File: src/rtl/load_unit_pkg.sv
// load_unit_pkg: shared load-type encodings and the load data extraction helper.
//   load_funct3_e : RISC-V load funct3 codes (LB, LH, LW, LBU, LHU)
//   load_extract  : realigns a BRAM word by byte offset and sign/zero-extends
package load_unit_pkg;

    typedef enum logic [2:0] {
        LB  = 3'b000,
        LH  = 3'b001,
        LW  = 3'b010,
        LBU = 3'b100,
        LHU = 3'b101
    } load_funct3_e;

    // Unknown funct3 codes fall through to a full-word load.
    function automatic logic [31:0] load_extract(
        input logic [31:0] word,
        input logic [2:0]  funct3,
        input logic [1:0]  offset
    );
        logic [31:0] b;
        logic [15:0] h;
        b = word >> {offset, 3'b000};
        h = offset[1] ? word[31:16] : word[15:0];
        return funct3 == LB  ? {{24{b[7]}}, b[7:0]} :
               funct3 == LBU ? {24'h0, b[7:0]} :
               funct3 == LH  ? {{16{h[15]}}, h} :
               funct3 == LHU ? {16'h0, h} : word;
    endfunction

endpackage

File: src/rtl/load_result_fifo.sv
// load_result_fifo: synchronous FIFO holding extracted load results for the CDB.
//   clk, rst_n : clock and asynchronous active-low reset
//   clear      : synchronous flush, empties the FIFO (wins over push/pop)
//   push/wdata : write one entry
//   pop        : remove the head entry (ignored when empty)
//   rdata      : head entry, meaningful only while count != 0
//   count      : number of stored entries
module load_result_fifo #(
    parameter int WIDTH = 32,
    parameter int DEPTH = 4
) (
    input  logic                         clk,
    input  logic                         rst_n,
    input  logic                         clear,
    input  logic                         push,
    input  logic [WIDTH-1:0]             wdata,
    input  logic                         pop,
    output logic [WIDTH-1:0]             rdata,
    output logic [$clog2(DEPTH+1)-1:0]   count
);

    localparam int PW = (DEPTH > 1) ? $clog2(DEPTH) : 1;
    localparam int CW = $clog2(DEPTH + 1);

    logic [WIDTH-1:0] mem [DEPTH];
    logic [PW-1:0]    rd;
    logic [PW-1:0]    wr;
    logic             do_pop;

    assign do_pop = pop && count != '0;
    assign rdata  = mem[rd];

    // Pointers wrap explicitly so DEPTH need not be a power of two.
    always_ff @(posedge clk or negedge rst_n) begin
        if (!rst_n) begin
            rd    <= '0;
            wr    <= '0;
            count <= '0;
        end else if (clear) begin
            rd    <= '0;
            wr    <= '0;
            count <= '0;
        end else begin
            assert (!(push && !do_pop && count == CW'(DEPTH)));
            if (push)
                wr <= (wr == PW'(DEPTH - 1)) ? '0 : wr + PW'(1);
            if (do_pop)
                rd <= (rd == PW'(DEPTH - 1)) ? '0 : rd + PW'(1);
            count <= count + CW'(push) - CW'(do_pop);
        end
    end

    always_ff @(posedge clk) begin
        if (push && !clear)
            mem[wr] <= wdata;
    end

endmodule

File: src/rtl/load_unit.sv
// load_unit: memory-access stage after the load buffer; issues BRAM reads,
// extracts/extends the returned data and hands results to the CDB through a
// credit-guarded FIFO so the non-stallable BRAM pipeline never overflows.
//   clk_in, rst_n_in, flush_in      : clock, async active-low reset, sync flush
//   lb_valid_in/addr/rob_ix/funct3  : load offered by the load buffer
//   lb_read_out                     : load accepted this cycle
//   mem_re_out, mem_addr_out        : BRAM read request (word address)
//   mem_rdata_in                    : BRAM data, MEM_LATENCY cycles after request
//   cdb_valid/data/rob_ix_out       : result towards the common data bus
//   cdb_ready_in                    : CDB accepts the result
//   busy_out                        : loads in flight or results pending
module load_unit
    import load_unit_pkg::*;
#(
    parameter int ROB_IX      = 2,
    parameter int MEM_LATENCY = 2
) (
    input  logic              clk_in,
    input  logic              rst_n_in,
    input  logic              flush_in,
    input  logic              lb_valid_in,
    input  logic [31:0]       lb_addr_in,
    input  logic [ROB_IX:0]   lb_rob_ix_in,
    input  logic [2:0]        lb_funct3_in,
    output logic              lb_read_out,
    output logic              mem_re_out,
    output logic [29:0]       mem_addr_out,
    input  logic [31:0]       mem_rdata_in,
    output logic              cdb_valid_out,
    output logic [31:0]       cdb_data_out,
    output logic [ROB_IX:0]   cdb_rob_ix_out,
    input  logic              cdb_ready_in,
    output logic              busy_out
);

    localparam int FIFO_DEPTH = MEM_LATENCY + 2;
    localparam int W          = 32 + ROB_IX + 1;
    localparam int T          = MEM_LATENCY - 1;

    logic [MEM_LATENCY-1:0]            tag_valid;
    logic [ROB_IX:0]                   tag_rob [MEM_LATENCY];
    logic [2:0]                        tag_f3  [MEM_LATENCY];
    logic [1:0]                        tag_off [MEM_LATENCY];
    logic [$clog2(FIFO_DEPTH+1)-1:0]   fifo_count;
    logic [W-1:0]                      fifo_rdata;
    logic [W-1:0]                      fifo_wdata;
    logic                              pop;
    int                                used;

    // Credits come only from registered state, keeping the CDB ready signal
    // out of the combinational path back to the load buffer.
    always_comb begin
        used = $countones(tag_valid) + int'(fifo_count);
    end

    assign lb_read_out  = rst_n_in && lb_valid_in && !flush_in && used < FIFO_DEPTH;
    assign mem_re_out   = lb_read_out;
    assign mem_addr_out = lb_read_out ? lb_addr_in[31:2] : '0;

    always_ff @(posedge clk_in or negedge rst_n_in) begin
        if (!rst_n_in)
            tag_valid <= '0;
        else if (flush_in)
            tag_valid <= '0;
        else begin
            tag_valid[0] <= lb_read_out;
            for (int i = 1; i < MEM_LATENCY; i++)
                tag_valid[i] <= tag_valid[i-1];
        end
    end

    // Payload is only looked at alongside its valid bit, so it needs no reset.
    always_ff @(posedge clk_in) begin
        tag_rob[0] <= lb_rob_ix_in;
        tag_f3[0]  <= lb_funct3_in;
        tag_off[0] <= lb_addr_in[1:0];
        for (int i = 1; i < MEM_LATENCY; i++) begin
            tag_rob[i] <= tag_rob[i-1];
            tag_f3[i]  <= tag_f3[i-1];
            tag_off[i] <= tag_off[i-1];
        end
    end

    assign fifo_wdata = {load_extract(mem_rdata_in, tag_f3[T], tag_off[T]), tag_rob[T]};
    assign pop        = cdb_valid_out && cdb_ready_in;

    load_result_fifo #(
        .WIDTH (W),
        .DEPTH (FIFO_DEPTH)
    ) u_fifo (
        .clk   (clk_in),
        .rst_n (rst_n_in),
        .clear (flush_in),
        .push  (tag_valid[T]),
        .wdata (fifo_wdata),
        .pop   (pop),
        .rdata (fifo_rdata),
        .count (fifo_count)
    );

    // Gating on valid keeps the outputs at zero in reset and when empty.
    assign cdb_valid_out  = fifo_count != '0;
    assign cdb_data_out   = cdb_valid_out ? fifo_rdata[W-1:ROB_IX+1] : '0;
    assign cdb_rob_ix_out = cdb_valid_out ? fifo_rdata[ROB_IX:0] : '0;
    assign busy_out       = tag_valid != '0 || fifo_count != '0;

endmodule
File: config.mk
export PLATFORM = sky130hd
export DESIGN_NAME = load_unit
export DESIGN_NICKNAME = d
export VERILOG_FILES = /design/src/rtl/load_unit_pkg.sv /design/src/rtl/load_result_fifo.sv /design/src/rtl/load_unit.sv
export SDC_FILE = /design/constraint.sdc
export NUM_CORES = 1
export LEC_CHECK = 0
export ABC_AREA = 1
export CAP_MARGIN = 5
export CELL_PAD_IN_SITES_DETAIL_PLACEMENT = 1
export CELL_PAD_IN_SITES_GLOBAL_PLACEMENT = 2
export CORE_MARGIN = 1.5
export CORE_UTILIZATION = 33
export CTS_BUF_LIST = sky130_fd_sc_hd__clkbuf_8
export CTS_CLUSTER_SIZE = 25
export DETAILED_ROUTE_END_ITERATION = 8
export HOLD_SLACK_MARGIN = 0.08
export PLACE_DENSITY_LB_ADDON = 0.1
export SLEW_MARGIN = 5
export SYNTH_ARGS = -nofsm -noshare
export SYNTH_HDL_FRONTEND = slang
export SYNTH_SLANG_ARGS = --single-unit
export TNS_END_PERCENT = 20
File: constraint.sdc
create_clock -name clk_in -period 2.9 [get_ports clk_in]
set_input_delay 0.58 -clock clk_in [delete_from_list [all_inputs] [get_ports clk_in]]
set_output_delay 0.58 -clock clk_in [all_outputs]
set_load 0.005 [all_outputs]
Word-level counts from Yosys, hierarchy flattened
Memories as Yosys holds them, arrays and structs flattened.
Cells that the tools add are included.
{ "op_classes": {"multipliers": 0, "n_eq_ne": 5, "add_sub_neg": 6, "n_div": 0, "reduce_logical": 13, "n_shift": 1, "muxes": 18, "bitwise": 0, "magnitude_cmp": 1} }
{ "op_table": {"columns": ["op", "count"], "rows": [
  ["2-to-1 mux 32 bit", 5],
  [">> shifter 32 x 5 -> 8 bit", 1],
  ["2-to-1 mux 30 bit", 1],
  ["2-to-1 mux 16 bit", 1],
  ["2-to-1 mux 2 bit", 7],
  ["== test 3 bit, second input constant", 2],
  ["logical AND 1 bit", 6],
  ["2-to-1 mux 3 bit", 2],
  ["nonzero test 2 bit", 3],
  ["adder 2 x 1 -> 2 bit, second input constant", 2],
  ["adder 2 x 3 -> 4 bit", 1],
  ["== test 2 bit, second input constant", 2],
  ["< comparator 4 x 3 -> 1 bit, second input constant", 1],
  ["adder 3 x 1 -> 3 bit", 1],
  ["== test 3 x 1 -> 1 bit, second input constant", 1],
  ["logical NOT 3 bit", 1],
  ["nonzero test 3 bit", 1],
  ["subtractor 3 x 1 -> 3 bit", 1],
  ["adder 1 x 1 -> 2 bit", 1],
  ["2-to-1 mux 1 bit", 2],
  ["logical NOT 1 bit", 1],
  ["logical OR 1 bit", 1]
]} }
{ "totals": {"rom_bits": 0, "input_bits": 75, "output_inout_bits": 69, "wordCells": 52, "n_memories": 4, "latch_bits": 0, "regBits": 9, "ram_bits": 156} }
{ "mem_list": {"columns": ["name", "words", "word_bits", "read_ports", "rd_clocked_by_memory_dff", "write_ports", "line_no", "text"], "rows": [
  ["u_fifo.mem", 4, 35, 1, 0, 1, "load_result_fifo.sv:25", "logic [WIDTH-1:0] mem [DEPTH];"],
  ["tag_f3", 2, 3, 2, 0, 2, "load_unit.sv:42", "logic [2:0] tag_f3 [MEM_LATENCY];"],
  ["tag_rob", 2, 3, 2, 0, 2, "load_unit.sv:41", "logic [ROB_IX:0] tag_rob [MEM_LATENCY];"],
  ["tag_off", 2, 2, 2, 0, 2, "load_unit.sv:43", "logic [1:0] tag_off [MEM_LATENCY];"]
]} }

Longest topological paths before layout
Gate-level depths: netlist (run 1).
An unclocked memory read counts as a cell.
{ "logic_depth": {"depth_word": 6, "mapped_depth": 11, "depth_no_buf": 11} }

Modules after synthesis
A second synthesis (run 1) with hierarchy kept.
{ "unflattened": {"hier_cells": 886, "area_unflattened_um2": 8252.9} }
{ "by_module_without_submodules": {"columns": ["module", "area_per_inst_um2", "n_inst", "seq_area_each_um2", "cells_each"], "rows": [
  ["load_result_fifo", 6148.4, 1, 4379.2, 464],
  ["load_unit", 2104.5, 1, 370.4, 422]
]} }

Worst setup path before layout (run 1)
No wires, ideal clock.
{ "synth_timing": {"kind": "input port to flip-flop", "start": "input flush_in", "end": "memory u_fifo.mem[0][0] in the netlist's numbering (enable)", "required_time_ns": 2.473, "setup_time_ns": 0.427, "stages": 3, "t_arrival_ns": 2.269, "path_slack_ns": 0.204, "path_buffers": 0, "cell_sequence": "inv_2 -> nand2_1 -> nor2_1"} }
{ "synth_via": {"elab_chain_cells": 4} }
{ "synth_rtl": {"columns": ["element", "line_no", "text"], "rows": [
  ["start: declaration", "load_unit.sv:20", "input logic flush_in,"],
  ["logical NOT 1 bit", "load_result_fifo.sv:54", "if (push && !clear)"],
  ["logical AND 1 bit", "load_result_fifo.sv:54", null],
  ["2-to-1 mux 1 bit", "load_result_fifo.sv:54", null],
  ["2-to-1 mux 1 bit (not written as such)", "load_result_fifo.sv:55", "mem[wr] <= wdata;"],
  ["end: declaration", "load_result_fifo.sv:25", null]
]} }
Every way passes these cells.

Final worst setup path (run 1)
{ "layout_timing": {"start": "register u_fifo.rd[0]", "end": "output cdb_data_out[0]"} }
{ "layout_via": {"elab_chain_cells": 2} }
{ "layout_rtl": {"columns": ["element", "line_no", "text"], "rows": [
  ["start: declaration", "load_result_fifo.sv:26", "logic [PW-1:0] rd;"],
  ["start signal: assignment", "load_result_fifo.sv:48", "rd <= (rd == PW'(DEPTH - 1)) ? '0 : rd + PW'(1);"],
  ["memory read (4 x 35 bit)", null, null],
  ["2-to-1 mux 32 bit", "load_unit.sv:103", "assign cdb_data_out = cdb_valid_out ? fifo_rdata[W-1:ROB_IX+1] : '0;"],
  ["end: declaration", "load_unit.sv:30", "output logic [31:0] cdb_data_out,"]
]} }
Every way passes these cells.

==> results.sh, run 1 <==
export IMPL_status="complete, no violations"
export IMPL_synth_yosys_warnings=0
export IMPL_global_routing_usage_on_met1=0.245
export IMPL_timing_critical_path_to_type="primary output"
export IMPL_drt_pass1_iterations=4
export IMPL_leakagePower_nw=4.28
export IMPL_worst_slew_pin_transition_ps=540
export IMPL_crit_slowest_cell="sky130_fd_sc_hd__clkdlybuf4s50_1"
export IMPL_timing_final_hold_violations=0
export IMPL_grt_first_pass_wirelength_mm=35.3
export IMPL_largest_net_degree_at_the_start_of_global_routing=43
export IMPL_global_route_peak_usage_layer="met2"
export IMPL_ys_async_sr_fraction=0.0545
export IMPL_gr_total_overflow=0
export IMPL_critical_path_peak_fanout=18
export IMPL_fp_dieW_um=155
export IMPL_cts_tree="yes"
export IMPL_grt_setup_unrepaired="true"
export IMPL_combinational_family_with_the_most_area_after_synthesis="simple AND/OR/NAND/NOR gates"
export IMPL_area_growth_syn_to_layout_pct=32.2
export IMPL_setup_viol_count_final=0
export IMPL_cts_buffer_depth=2
export IMPL_antennaDiodeCount=0
export IMPL_timing_critical_path_slowest_cell_delay_ps=540
export IMPL_dpl_cell_count=1213
export IMPL_root_buffer="sky130_fd_sc_hd__clkbuf_8"
export IMPL_drtAntennaViolNets=0
export IMPL_drtIter0Drc=274
export IMPL_drt_total_wl_mm=22.7
export IMPL_max_slew_margin_rel=0.640
export IMPL_routedWlPerCell_um=18.1
export IMPL_synth_cell_type_count=28
export IMPL_dp_hpwl_mm=14.8
export IMPL_timing_critical_path_cells="buf_4, clkbuf_16, nor2_1, nor2_1, o21ai_0, a21oi_1, clkdlybuf4s50_1"
export IMPL_post_synth_instance_area_um2=7610
export IMPL_area_of_combinational_cells_with_multiple_inputs_um2=2380
export IMPL_syn_inst=806
export IMPL_timing_final_max_slew_violations=0
export IMPL_layout_drive_gt1_share=0.0918
export IMPL_whs_ps=333
export IMPL_synth_xor_area_frac=0.00115
export IMPL_number_of_antenna_violations_at_the_first_check_in_global_routing=0
export IMPL_pin_count=144
export IMPL_final_net_count=1041
export IMPL_synth_area_mux_share=0
export IMPL_cp_required_ps=2320
export IMPL_die_area_um2=24000
export IMPL_postCtsHoldBufs=0
export IMPL_power_per_cell_area_nw_per_um2=692
export IMPL_i_o_buffers=143
export IMPL_die_y_um=155
export IMPL_track_usage=0.192
export IMPL_timing_hold_worst_path_depth=0
export IMPL_global_route_usage_met2=0.328
export IMPL_synth_area_per_cell_um2=9.45
export IMPL_yosys_area_share_adder=0.0158
export IMPL_yosys_area_share_simple=0.189
export IMPL_final_period_utilization=0.967
export IMPL_ys_flop_type="sky130_fd_sc_hd__edfxtp_1"
export IMPL_synth_seq_area_share=0.624
export IMPL_cts_buffers_inserted=17
export IMPL_setup_worst_path_start_class="register"
export IMPL_final_cell_count_no_fill=1255
export IMPL_timing_max_cap_violations=0
export IMPL_final_fill_count=2567
export IMPL_core_region_area_um2=22600
export IMPL_timing_reg2reg_worst_path_depth=5
export IMPL_post_route_drc_count=0
export IMPL_synth_net_count=890
export IMPL_synth_edff_count=140
export IMPL_final_core_util=0.444
export IMPL_clock_tree_htree_level_count=4
export IMPL_drt_vias_per_instance=4.86
export IMPL_clkSinkCount=165
export IMPL_start_util=0.336
export IMPL_finalWeightedCongestion=0.795
export IMPL_fin_crit_ps=2810
export IMPL_clock_skew_final_ps=9.52
export IMPL_timing_critical_path_mode_cell="sky130_fd_sc_hd__nor2_1"
export IMPL_clkTransAtPathRegs_ps=80
export IMPL_ys_seq_elements=165
export IMPL_worst_endpoint_arrival_ps=2230
export IMPL_clk_latency_ps=450
export IMPL_ir_worst_vdd_v=0.000277
export IMPL_grt_pass1_vias=6523
export IMPL_synth_area_in_compound_gates=0.0942
export IMPL_hp_class="register to register"
export IMPL_critical_path_class="register to primary output"
export IMPL_total_number_of_vias=6098
export IMPL_std_cell_rows=55
export IMPL_max_freq_mhz=356
export IMPL_layout_area_seq_um2=4750
export IMPL_globalRouteMet3Util=0.0387
## logic make-up (layout without fill, tap and decap cells)
family | count (synthesis) | in the layout
buf+inv | 135 | 299
xor+xnor | 1 | 1
compound gates | 139 | 139
flops | 165 | 165
fa+ha+maj | 9 | 9
simple gates | 357 | 357
## final cells by class
type / count / area share
inverter: 93 / 0.0351
multi-input combinational: 506 / 0.236
timing repair buffer: 174 / 0.181
tap: 285 / 0.0354
clock buffer: 17 / 0.0232
sequential: 165 / 0.472
clock inverter: 15 / 0.0165
## cell usage after synthesis, drive strengths merged, types with 8 or more instances
library cell  number  area, um^2
o21ai             86         430
dfrtp              9         225
ha                 8         100
o211ai             8        60.1
edfxtp           140        4200
a21oi             44         220
nor2             187         726
dfxtp             16         320
clkbuf            10        45.0
nand2            129         489
nand3             40         205
buf               32         183
inv               91         342
## timing repair
action | in CTS | in global routing
endpoints found under the setup margin | 51 | 34
gates resized for setup | 38 | 31
buffers inserted | 2 | 4
cloned | 1 | 3
pin swaps | 1 | 4
## routing by layer
layer	up-vias	wire, um	part of all wire
met5	-	0	0
met1	2939	10300	0.45
met3	32	1100	0.049
met4	0	425	0.019
li1	2942	-	-
met2	185	10900	0.48
## power breakdown
part | switching [W] | internal, W | total, W
clock | 0.000827 | 0.000841 | 0.00167
combinational | 0.00140 | 0.00121 | 0.00261
sequential | 0.0000444 | 0.00265 | 0.00269
## worst paths after layout
check / start / end / slack (ps)
worst max-delay path: u_fifo.rd[0] / cdb_data_out[0] / 90
worst min-delay path: tag_off[0][1] / tag_off[0][3] / 330
worst max register to register: tag_off[0][3] / u_fifo.mem[2][27] / 690
worst min register to register: tag_off[0][1] / tag_off[0][3] / 330
max in group asynchronous: rst_n_in / u_fifo.rd[0] / 2290
min in group asynchronous: rst_n_in / tag_valid[0] / 450
## cell usage in the layout (no fill, tap or decap), types with 2 or more instances in the layout
| master | instances |
|---|---|
| sky130_fd_sc_hd__inv_1 | 88 |
| sky130_fd_sc_hd__a21oi_2 | 9 |
| sky130_fd_sc_hd__clkinvlp_4 | 5 |
| sky130_fd_sc_hd__buf_12 | 5 |
| sky130_fd_sc_hd__dfrtp_1 | 8 |
| sky130_fd_sc_hd__buf_6 | 2 |
| sky130_fd_sc_hd__buf_4 | 19 |
| sky130_fd_sc_hd__nand2_1 | 125 |
| sky130_fd_sc_hd__clkinv_4 | 2 |
| sky130_fd_sc_hd__dfxtp_1 | 16 |
| sky130_fd_sc_hd__o211ai_1 | 8 |
| sky130_fd_sc_hd__clkbuf_8 | 17 |
| sky130_fd_sc_hd__o21ai_1 | 10 |
| sky130_fd_sc_hd__buf_16 | 2 |
| sky130_fd_sc_hd__nand3_1 | 38 |
| sky130_fd_sc_hd__dlymetal6s2s_1 | 8 |
| sky130_fd_sc_hd__dlygate4sd2_1 | 19 |
| sky130_fd_sc_hd__nor2_4 | 5 |
| sky130_fd_sc_hd__bufinv_16 | 3 |
| sky130_fd_sc_hd__inv_2 | 5 |
| sky130_fd_sc_hd__ha_1 | 8 |
| sky130_fd_sc_hd__clkdlybuf4s50_1 | 105 |
| sky130_fd_sc_hd__clkbuf_16 | 3 |
| sky130_fd_sc_hd__nor2_1 | 181 |
| sky130_fd_sc_hd__a21oi_1 | 34 |
| sky130_fd_sc_hd__clkinv_1 | 3 |
| sky130_fd_sc_hd__edfxtp_1 | 140 |
| sky130_fd_sc_hd__o21ai_0 | 76 |
| sky130_fd_sc_hd__nand2_2 | 4 |
| sky130_fd_sc_hd__clkdlybuf4s15_1 | 11 |
## metrics by stage
step / setup slack [ps] / total power [W] / TNS (ps) / cell area (um^2)
after floorplan: 204 / 0.00383 / 0 / 7610
after detailed placement: 54.3 / 0.00513 / 0 / 9440
after global placement: 134 / 0.00506 / 0 / 9440
after CTS: 8.92 / 0.00691 / 0 / 9880
after global routing: -103 / 0.00739 / -302 / 10100
final: 94.8 / 0.00697 / 0 / 10100
## flip-flops by register name, indices dropped and copies added, names as in the netlist
name,count
tag_f3,6
u_fifo.wr,2
tag_rob,6
u_fifo.mem,140
tag_valid,2
u_fifo.rd,2
u_fifo.count,3
tag_off,4
## worst max-delay path: cells and delay by family (launching register included)
kind            cells  cell delay [ps]
compound gates      2              280
simple gates        2              150
buf+inv             3              920
flops               1              410
(Power assumes the default switching activity.)
==> run 2: changes to the inputs <==
- CAP_MARGIN: 5 -> default
==> results of run 2 <==
Final layout, timing and power as in run 1 (identical DEF).
